`src/rtl/cpu_writeback_if.sv`:
```
// Writeback-stage bundle: issue, execute/load results, decode queries and register-file write port.
// Forwarding outputs exist only when WRITEBACK_FORWARD_EN is defined.
interface cpu_writeback_if;
    logic        issue_valid_i;
    logic [3:0]  issue_index_i;
    logic        ex_valid_i;
    logic [3:0]  ex_index_i;
    logic [31:0] ex_value_i;
    logic        mem_valid_i;
    logic [3:0]  mem_index_i;
    logic [31:0] mem_value_i;
    logic        mem_ready_o;
    logic [3:0]  query_index1_i;
    logic [3:0]  query_index2_i;
    logic        hazard_o;
    logic [15:0] busy_o;
    logic        write_enable_o;
    logic [3:0]  reg_write_index_o;
    logic [31:0] value_o;
`ifdef WRITEBACK_FORWARD_EN
    logic        fwd_hit1_o;
    logic        fwd_hit2_o;
    logic [31:0] fwd_value1_o;
    logic [31:0] fwd_value2_o;
`endif

    modport slave (
        input  issue_valid_i, issue_index_i,
        input  ex_valid_i, ex_index_i, ex_value_i,
        input  mem_valid_i, mem_index_i, mem_value_i,
        output mem_ready_o,
        input  query_index1_i, query_index2_i,
        output hazard_o, busy_o,
`ifdef WRITEBACK_FORWARD_EN
        output fwd_hit1_o, fwd_hit2_o, fwd_value1_o, fwd_value2_o,
`endif
        output write_enable_o, reg_write_index_o, value_o
    );

    modport master (
        output issue_valid_i, issue_index_i,
        output ex_valid_i, ex_index_i, ex_value_i,
        output mem_valid_i, mem_index_i, mem_value_i,
        input  mem_ready_o,
        output query_index1_i, query_index2_i,
        input  hazard_o, busy_o,
`ifdef WRITEBACK_FORWARD_EN
        input  fwd_hit1_o, fwd_hit2_o, fwd_value1_o, fwd_value2_o,
`endif
        input  write_enable_o, reg_write_index_o, value_o
    );
endinterface

```
`src/rtl/cpu_writeback.sv`:
```
// Writeback stage: execute/load merge with a load FIFO, register-file write port and pending scoreboard.
// Optional WRITEBACK_FORWARD_EN adds write-port forwarding to decode and masks forwarded hazards.
module cpu_writeback #(
    parameter int DEPTH = 4,
    parameter int AW    = 2
) (
    input  logic            clk_i,
    input  logic            rst_i,
    cpu_writeback_if.slave  wb
);
    logic [3:0]  fifo_idx [DEPTH];
    logic [31:0] fifo_val [DEPTH];
    logic [AW-1:0] wr_ptr;
    logic [AW-1:0] rd_ptr;
    logic [AW:0]   count;
    logic full;
    logic empty;
    logic push;
    logic pop;

    logic        we_q;
    logic [3:0]  idx_q;
    logic [31:0] val_q;
    logic [15:0] busy_q;
    logic [15:0] busy_next;

    assign full  = (count == (AW+1)'(DEPTH));
    assign empty = (count == '0);
    assign push  = wb.mem_valid_i && !full;
    // Execute always wins the write port; the FIFO head only drains on idle execute cycles.
    assign pop   = !wb.ex_valid_i && !empty;

    always_ff @(posedge clk_i) begin
        if (push) begin
            fifo_idx[wr_ptr] <= wb.mem_index_i;
            fifo_val[wr_ptr] <= wb.mem_value_i;
        end
    end

    always_ff @(posedge clk_i or negedge rst_i) begin
        if (!rst_i) begin
            wr_ptr <= '0;
            rd_ptr <= '0;
            count  <= '0;
        end else begin
            if (push) wr_ptr <= wr_ptr + AW'(1);
            if (pop)  rd_ptr <= rd_ptr + AW'(1);
            case ({push, pop})
                2'b10:   count <= count + (AW+1)'(1);
                2'b01:   count <= count - (AW+1)'(1);
                default: count <= count;
            endcase
        end
    end

    always_ff @(posedge clk_i or negedge rst_i) begin
        if (!rst_i) begin
            we_q  <= 1'b0;
            idx_q <= '0;
            val_q <= '0;
        end else if (wb.ex_valid_i) begin
            we_q  <= 1'b1;
            idx_q <= wb.ex_index_i;
            val_q <= wb.ex_value_i;
        end else if (pop) begin
            we_q  <= 1'b1;
            idx_q <= fifo_idx[rd_ptr];
            val_q <= fifo_val[rd_ptr];
        end else begin
            we_q  <= 1'b0;
        end
    end

    // Set after clear so a re-issue to the register being written stays pending.
    always_comb begin
        busy_next = busy_q;
        if (we_q) busy_next[idx_q] = 1'b0;
        if (wb.issue_valid_i) busy_next[wb.issue_index_i] = 1'b1;
    end

    always_ff @(posedge clk_i or negedge rst_i) begin
        if (!rst_i) busy_q <= '0;
        else        busy_q <= busy_next;
    end

    assign wb.mem_ready_o       = !full;
    assign wb.busy_o            = busy_q;
    assign wb.write_enable_o    = we_q;
    assign wb.reg_write_index_o = idx_q;
    assign wb.value_o           = val_q;

`ifdef WRITEBACK_FORWARD_EN
    logic hit1;
    logic hit2;
    assign hit1            = we_q && (idx_q == wb.query_index1_i);
    assign hit2            = we_q && (idx_q == wb.query_index2_i);
    assign wb.fwd_hit1_o   = hit1;
    assign wb.fwd_hit2_o   = hit2;
    assign wb.fwd_value1_o = val_q;
    assign wb.fwd_value2_o = val_q;
    assign wb.hazard_o     = (busy_q[wb.query_index1_i] && !hit1) ||
                             (busy_q[wb.query_index2_i] && !hit2);
`else
    assign wb.hazard_o     = busy_q[wb.query_index1_i] || busy_q[wb.query_index2_i];
`endif
endmodule

```
`src/flat_wrapper.sv`:
```
// flat-port wrapper written by rule: the top's interface ports become plain ports
module cpu_writeback_flat 
#(
    parameter int DEPTH = 4,
    parameter int AW    = 2
)
  (clk_i, rst_i, wb_issue_valid_i, wb_issue_index_i, wb_ex_valid_i, wb_ex_index_i, wb_ex_value_i, wb_mem_valid_i, wb_mem_index_i, wb_mem_value_i, wb_mem_ready_o, wb_query_index1_i, wb_query_index2_i, wb_hazard_o, wb_busy_o, wb_write_enable_o, wb_reg_write_index_o, wb_value_o);
  cpu_writeback_if wb_i ();
  input  logic clk_i;
  input  logic rst_i;
  input wire logic [$bits(wb_i.issue_valid_i)-1:0] wb_issue_valid_i;
  input wire logic [$bits(wb_i.issue_index_i)-1:0] wb_issue_index_i;
  input wire logic [$bits(wb_i.ex_valid_i)-1:0] wb_ex_valid_i;
  input wire logic [$bits(wb_i.ex_index_i)-1:0] wb_ex_index_i;
  input wire logic [$bits(wb_i.ex_value_i)-1:0] wb_ex_value_i;
  input wire logic [$bits(wb_i.mem_valid_i)-1:0] wb_mem_valid_i;
  input wire logic [$bits(wb_i.mem_index_i)-1:0] wb_mem_index_i;
  input wire logic [$bits(wb_i.mem_value_i)-1:0] wb_mem_value_i;
  output wire logic [$bits(wb_i.mem_ready_o)-1:0] wb_mem_ready_o;
  input wire logic [$bits(wb_i.query_index1_i)-1:0] wb_query_index1_i;
  input wire logic [$bits(wb_i.query_index2_i)-1:0] wb_query_index2_i;
  output wire logic [$bits(wb_i.hazard_o)-1:0] wb_hazard_o;
  output wire logic [$bits(wb_i.busy_o)-1:0] wb_busy_o;
  output wire logic [$bits(wb_i.write_enable_o)-1:0] wb_write_enable_o;
  output wire logic [$bits(wb_i.reg_write_index_o)-1:0] wb_reg_write_index_o;
  output wire logic [$bits(wb_i.value_o)-1:0] wb_value_o;
  assign wb_i.issue_valid_i = wb_issue_valid_i;
  assign wb_i.issue_index_i = wb_issue_index_i;
  assign wb_i.ex_valid_i = wb_ex_valid_i;
  assign wb_i.ex_index_i = wb_ex_index_i;
  assign wb_i.ex_value_i = wb_ex_value_i;
  assign wb_i.mem_valid_i = wb_mem_valid_i;
  assign wb_i.mem_index_i = wb_mem_index_i;
  assign wb_i.mem_value_i = wb_mem_value_i;
  assign wb_mem_ready_o = wb_i.mem_ready_o;
  assign wb_i.query_index1_i = wb_query_index1_i;
  assign wb_i.query_index2_i = wb_query_index2_i;
  assign wb_hazard_o = wb_i.hazard_o;
  assign wb_busy_o = wb_i.busy_o;
  assign wb_write_enable_o = wb_i.write_enable_o;
  assign wb_reg_write_index_o = wb_i.reg_write_index_o;
  assign wb_value_o = wb_i.value_o;
  cpu_writeback #(.DEPTH(DEPTH), .AW(AW)) u_core (.clk_i(clk_i), .rst_i(rst_i), .wb(wb_i));
endmodule
```
`config.mk`:
```
export PLATFORM = sky130hd
export DESIGN_NAME = cpu_writeback_flat
export DESIGN_NICKNAME = d
export VERILOG_FILES = /design/src/rtl/cpu_writeback_if.sv /design/src/rtl/cpu_writeback.sv /design/src/flat_wrapper.sv
export SDC_FILE = /design/constraint.sdc
export NUM_CORES = 1
export LEC_CHECK = 0
export ABC_CLOCK_PERIOD_IN_PS = 5300
export BUFFER_PORTS_ARGS = -buffer_cell sky130_fd_sc_hd__buf_2
export CORE_ASPECT_RATIO = 1.5
export CORE_MARGIN = 3
export CORE_UTILIZATION = 60
export CTS_BUF_LIST = sky130_fd_sc_hd__clkbuf_4 sky130_fd_sc_hd__clkbuf_8 sky130_fd_sc_hd__clkbuf_16
export CTS_CLUSTER_SIZE = 24
export DETAILED_ROUTE_END_ITERATION = 7
export GPL_TIMING_DRIVEN = 0
export PLACE_DENSITY = 0.85
export SLEW_MARGIN = 0
export SYNTH_ARGS = -nofsm -noshare
export SYNTH_HDL_FRONTEND = slang
export SYNTH_SLANG_ARGS = --single-unit
```
`constraint.sdc`:
```
create_clock -name clk_i -period 5.3 [get_ports clk_i]
set_input_delay 0.53 -clock clk_i [delete_from_list [all_inputs] [get_ports clk_i]]
set_output_delay 0.53 -clock clk_i [all_outputs]
set_load 0.005 [all_outputs]
```
### Word level (Yosys, flattened, before mapping)

Memory sizes are Yosys's and may differ from the RTL's.
Cells that the tools add are included.

* div/mod/pow operators: 0
* muxes and demuxes: 19
* bitwise gates (word level): 3
* $lt $le $gt $ge: 6
* reductions and logical operators: 11
* add/subtract/negate cells: 4
* multipliers: 0
* eq/ne operators: 3
* shifts and indexed selects: 0

Operators with widths (count)
* $mux 32: 2
* $mux 16: 2
* $lt 4x5->1 const B: 4
* $and 16x16->16: 1
* $not 16->16: 1
* $or 16x16->16: 1
* $bmux 1 s4: 2
* $demux 1 s4: 2
* $ge 4x1->1 const B: 2
* $mux 1: 8
* $mux 4: 2
* $pmux 3 s2: 1
* $add 2x1->2 const B: 2
* $logic_and 1x1->1: 4
* $reduce_bool 2->1: 2
* $add 3x1->3 const B: 1
* $eq 3x3->1 const B: 1
* $logic_not 1->1: 3
* $logic_not 3->1: 1
* $sub 3x1->3 const B: 1
* $eq 2x1->1 const B: 1
* $eq 2x2->1 const B: 1
* $logic_or 1x1->1: 1

* word-level logic and storage cells: 55
* memories: 2
* input bits: 89
* bits in writable memories: 144
* output and inout bits: 55
* register bits after elaboration: 60
* bits in latches: 0
* bits in read-only memories: 0

Memories
* u_core.fifo_val: depth 4, width 32, rd ports 1, clocked after memory_dff 0, write ports 1, RTL line cpu_writeback.sv:12 `logic [31:0] fifo_val [DEPTH];`
* u_core.fifo_idx: depth 4, width 4, rd ports 1, clocked after memory_dff 0, write ports 1, RTL line cpu_writeback.sv:11 `logic [3:0] fifo_idx [DEPTH];`

### Depth between registers and ports, before layout

* depth in word-level cells: 9
* gate-level depth with buffers: 9
* depth with buffers taken out: 9

### Least setup slack after synthesis

No wires, ideal clock.

* path kind: register -> register
* start: register u_core.count[0]
* end: memory u_core.fifo_idx[0][0] (enable)
* required time: 4.903 ns
* arrival time: 1.609 ns
* stages on the path, launching flop included: 4
* setup time: 0.397 ns
* slack: 3.294 ns
* cells stage by stage: dfrtp_1 -> nor2_1 -> nand2_1 -> and3_1

* cells in the longest elaborated chain, start to end: 5

RTL lines
* start: declaration: RTL line cpu_writeback.sv:15 `logic [AW:0] count;`
* start signal: assignment: RTL line cpu_writeback.sv:49 `2'b10: count <= count + (AW+1)'(1);`
* start signal: assignment: RTL line cpu_writeback.sv:50 `2'b01: count <= count - (AW+1)'(1);`
* start signal: assignment: RTL line cpu_writeback.sv:51 `default: count <= count;`
* $eq 3x3->1: RTL line cpu_writeback.sv:27 `assign full = (count == (AW+1)'(DEPTH));`
* $logic_not 1->1
* named net wb_mem_ready_o: RTL line flat_wrapper.sv:19 `output wire logic [$bits(wb_i.mem_ready_o)-1:0] wb_mem_ready_o;`
* $logic_and 1x1->1: RTL line cpu_writeback.sv:29 `assign push = wb.mem_valid_i && !full;`
* $mux 1: RTL line cpu_writeback.sv:34 `if (push) begin`
* $mux 1 (not written as such): RTL line cpu_writeback.sv:35 `fifo_idx[wr_ptr] <= wb.mem_index_i;`
* end: declaration: RTL line cpu_writeback.sv:11

The timed path passes the listed nets, and every way through them passes these cells.

### Worst setup path in the final report

* start: register u_core.busy_q[5], in the netlist u_core.wb.busy_o[5]
* end: output port wb_hazard_o

* cells in the longest elaborated chain, start to end: 3
* elaborated cells on any way between the ends: 5
* those cells by class: mux: 4; reduce/logical: 1

RTL lines
* start: declaration: RTL line cpu_writeback.sv:24 `logic [15:0] busy_q;`
* start signal: assignment: RTL line cpu_writeback.sv:83 `else busy_q <= busy_next;`
* $bmux 1 s4: RTL line cpu_writeback.sv:104 `assign wb.hazard_o = busy_q[wb.query_index1_i] || busy_q[wb.query_index2_i];`
* $mux 1 (not written as such): RTL line cpu_writeback.sv:104
* $logic_or 1x1->1 (*): RTL line cpu_writeback.sv:104
* end: declaration: RTL line flat_wrapper.sv:22 `output wire logic [$bits(wb_i.hazard_o)-1:0] wb_hazard_o;`

Mark *: on every way between the ends. The rest lies on a longest branch, timed or not. The select of a mux whose other input is x is not followed.

==> results.md <==
- Post-Synth Simple-Gate Area: around 4.3%
- Crit path time final: between 2000 and 2500 ps
- Clock Pin Slew Worst Setup and Hold Paths: ~60 ps
- IO buf count: 143
- # IOs: about 140
- Initial Util: around 62%
- Final HPWL DP: around 12 mm
- Worst slew pin tran: 816.4 ps
- Post-Synth XOR/XNOR Area: less than 1%
- Mux contribution to synthesized area: approximately 17%
- Status: completed
- Reg2reg end: u_core.count[2]
- Total of fill cells in the finished design: about 770
- Post-route ant nets: 0
- Yosys cell types: 31
- RSZ-0062 raised after global routing: false
- Routed len/inst: 22.28 µm
- Crit Path Max Fanout: 4
- Clock Tree Root: clkbuf_16
- Die height: between 100 and 150 µm
- Global-route wire length before repair: 27.80 mm
- CTS tree: yes
- LEAKAGE: ~3.8 nW
- Kind of critical path: flop to output pin
- Max Fclk: approximately 410 MHz
- Clock Tree Buf Depth: 3
- Core Box Area: 13210 µm²
- Setup TNS: 0 ps
- CTS Hold Bufs: 0
- 1st-iter DRT viols: roughly 260
- CP Data Arrival Time: between 1500 and 2000 ps
- Final hold violation count: 0
- GRT Resource Usage Total: 24.27%
- TritonCTS Buffers: 19
- Share of cells above drive strength 1: 38.31%
- Clock Sinks: 204
- #FFs+latches synth: 204
- Fin area: around 9900 µm²
- Number of standard cells after synthesis: between 400 and 500
- Syn_area_per_cell: ~18 µm²
- Final Cycle Share: 45.76%
- FF-to-FF path depth: 9
- Final setup viols: 0
- Area Growth Syn to Fin: 19.49%
- Pre-antenna DRT Iters: 5
- Commonest non-fill, non-tap cell in the layout: buf_2
- Initial antenna violation count: 3
- Largest family of logic cells by synthesized area: multiplexers
- Largest net degree at the start of global routing: slightly above 60
- H-tree levels: 1
- Synth Area in Compound Gates: 4.368%
- Critical Path Start Type: flop
- Hold crit path type: input port to asynchronous set/reset pin
- Skew-Pair Late Insertion Delay: around 470 ps
- Slew headroom: approximately 46%
- Yosys warns: 0
- Pins over their slew limit: 0
- Fin Clk Skew: ~7.6 ps
- Mapped Area: between 8000 and 9000 µm²
- Total Die Area: 15220 µm²
- Peak supply drop: roughly 0.36 mV
- Crit path required time: roughly 4800 ps
- Max-cap violation count: 0
- Hold_ws: around 150 ps
- Via/cell ratio: just over 6
- Total vias in the final route: around 4900
- Post-Synth Adder-Cell Area: 1.001%
- Horiz. Die Dim: 101.7 µm
- CTS-repair resized insts: 0
- Grt total ovfl: 0
- Pwr dens: 538.6 nW/µm²
- GP Congestion: around 0.81
- Most frequent cells in the layout: 153 x buf_2, 144 x edfxtp_1, 60 x dfrtp_1
- Origin of the critical flop-to-flop path: u_core.count[0]
- DP Area: between 9000 and 10000 µm²
- Routed Wire Length: ~18 mm
- Register area share after synthesis: a little over two thirds
- DR DRC count: 0
- Layout Nets: 733
- Setup bufs post-CTS: 0
- Vias in the first global route: roughly 5200
- Pwr Total: roughly 5.3 mW
- Crit end category: output pin
- Row cnt: slightly above 50
- Flop-to-flop setup slack: 3090 ps
- Synthesized net count: 565
==> registers in the layout, summed over array words and instances (netlist names) <==
| name | cells |
|---|---|
| u_core.fifo_val | 128 |
| u_core.wb.value_o | 32 |
| u_core.fifo_idx | 16 |
| u_core.wb.busy_o | 16 |
| u_core.wb.reg_write_index_o | 4 |
| u_core.count | 3 |
| u_core.rd_ptr | 2 |
| u_core.wr_ptr | 2 |
| u_core.wb.write_enable_o | 1 |
==> cells in the mapped netlist <==
cell      instances  share of area, %
or3b_2            1              0.11
o21ai_1          22               1.3
mux4_2           44                12
a211oi_1          1             0.091
edfxtp_1        144                52
fa_1              1              0.24
clkbuf_1          5              0.23
dfrtp_1          60                18
xor2_1            2              0.21
nand3b_1          4              0.36
mux2_2            3              0.41
and2_1            2              0.15
nor3_1            1             0.061
or2_2             2              0.15
mux2i_1          39               4.7
buf_4             2              0.18
nor2b_1           1             0.076
o21ai_0          44               2.7
ha_1              5              0.76
nand3_1           4              0.24
xnor2_1           4              0.42
buf_12            2              0.49
inv_1             5              0.23
nand2_1          41               1.9
nand2b_1          7              0.53
buf_2            11              0.67
nor2_1            4              0.18
nor4_4            1              0.26
and3_1            4              0.30
o31ai_1           3              0.27
buf_6             1              0.14
==> where the power goes <==
part / internal (mW) / leakage, nW / switching (mW) / total, mW
combinational: 0.809 / 1.50 / 0.813 / 1.62
sequential: 2.19 / 2.03 / 0.245 / 2.44
clock: 0.726 / 0.294 / 0.524 / 1.25
==> per-stage QoR <==
step | instances | utilization (%) | setup WS, ps
2_1_floorplan | 470 | - | 3294
3_3_place_gp | 772 | 69.38 | 2620
3_5_place_dp | 776 | 70.19 | 2975
4_1_cts | 809 | 74.57 | 2832
5_1_grt | 811 | 74.62 | 2743
6_report | 811 | 74.62 | 2875
==> how the worst max path moves through the flow <==
| stage | start | end | slack (ps) | depth (start not counted) |
|---|---|---|---|---|
| final | u_core.wb.busy_o[5] | wb_hazard_o | 2870 | 5 |
| after CTS | u_core.wb.busy_o[5] | wb_hazard_o | 2830 | 5 |
| after floorplan | u_core.count[0] | u_core.fifo_idx[0][0] | 3290 | 3 |
| after detailed placement | wb_query_index2_i[0] | wb_hazard_o | 2980 | 6 |
| after global routing | u_core.wb.busy_o[4] | wb_hazard_o | 2740 | 5 |
| after global placement | u_core.count[0] | u_core.fifo_val[0][14] | 2620 | 3 |
==> worst max-delay path, stage by stage (launching register included) <==
cell	delay, ps
dfrtp_1	400
mux4_2	480
nor2b_1	140
a211oi_1	200
o21ai_1	70
buf_2	120
==> cells by family (layout without fill, tap and decap cells) <==
group | after synthesis | count (layout)
other cells | 0 | 2
compound gates | 70 | 70
fa+ha+maj | 6 | 6
buf+inv | 26 | 206
simple gates | 72 | 72
flops | 204 | 204
mux | 86 | 86
xor+xnor | 6 | 6
==> layout make-up <==
cell class | count | area (µm²) | share of cell area [%]
multi-input cells | 240 | 2270 | 23.03
inverters | 5 | 18.77 | 0.1904
repair buffers | 147 | 820.8 | 8.327
clock inverters | 4 | 21.27 | 0.2158
diodes | 2 | 5.005 | 0.05077
plain buffers | 21 | 140.1 | 1.422
well taps | 159 | 198.9 | 2.018
clock buffers | 29 | 556.8 | 5.649
flip-flops and latches | 204 | 5826 | 59.10
==> per-layer routing <==
metal	part of all wire, %	vias up	global-route usage [%]
met3	6.7	44	3.965
met4	2.9	2	8.916
met5	0.039	-	0
met2	55	230	44.50
met1	35	2473	28.26
li1	-	2165	-
Power figures use the tool's default switching activity.
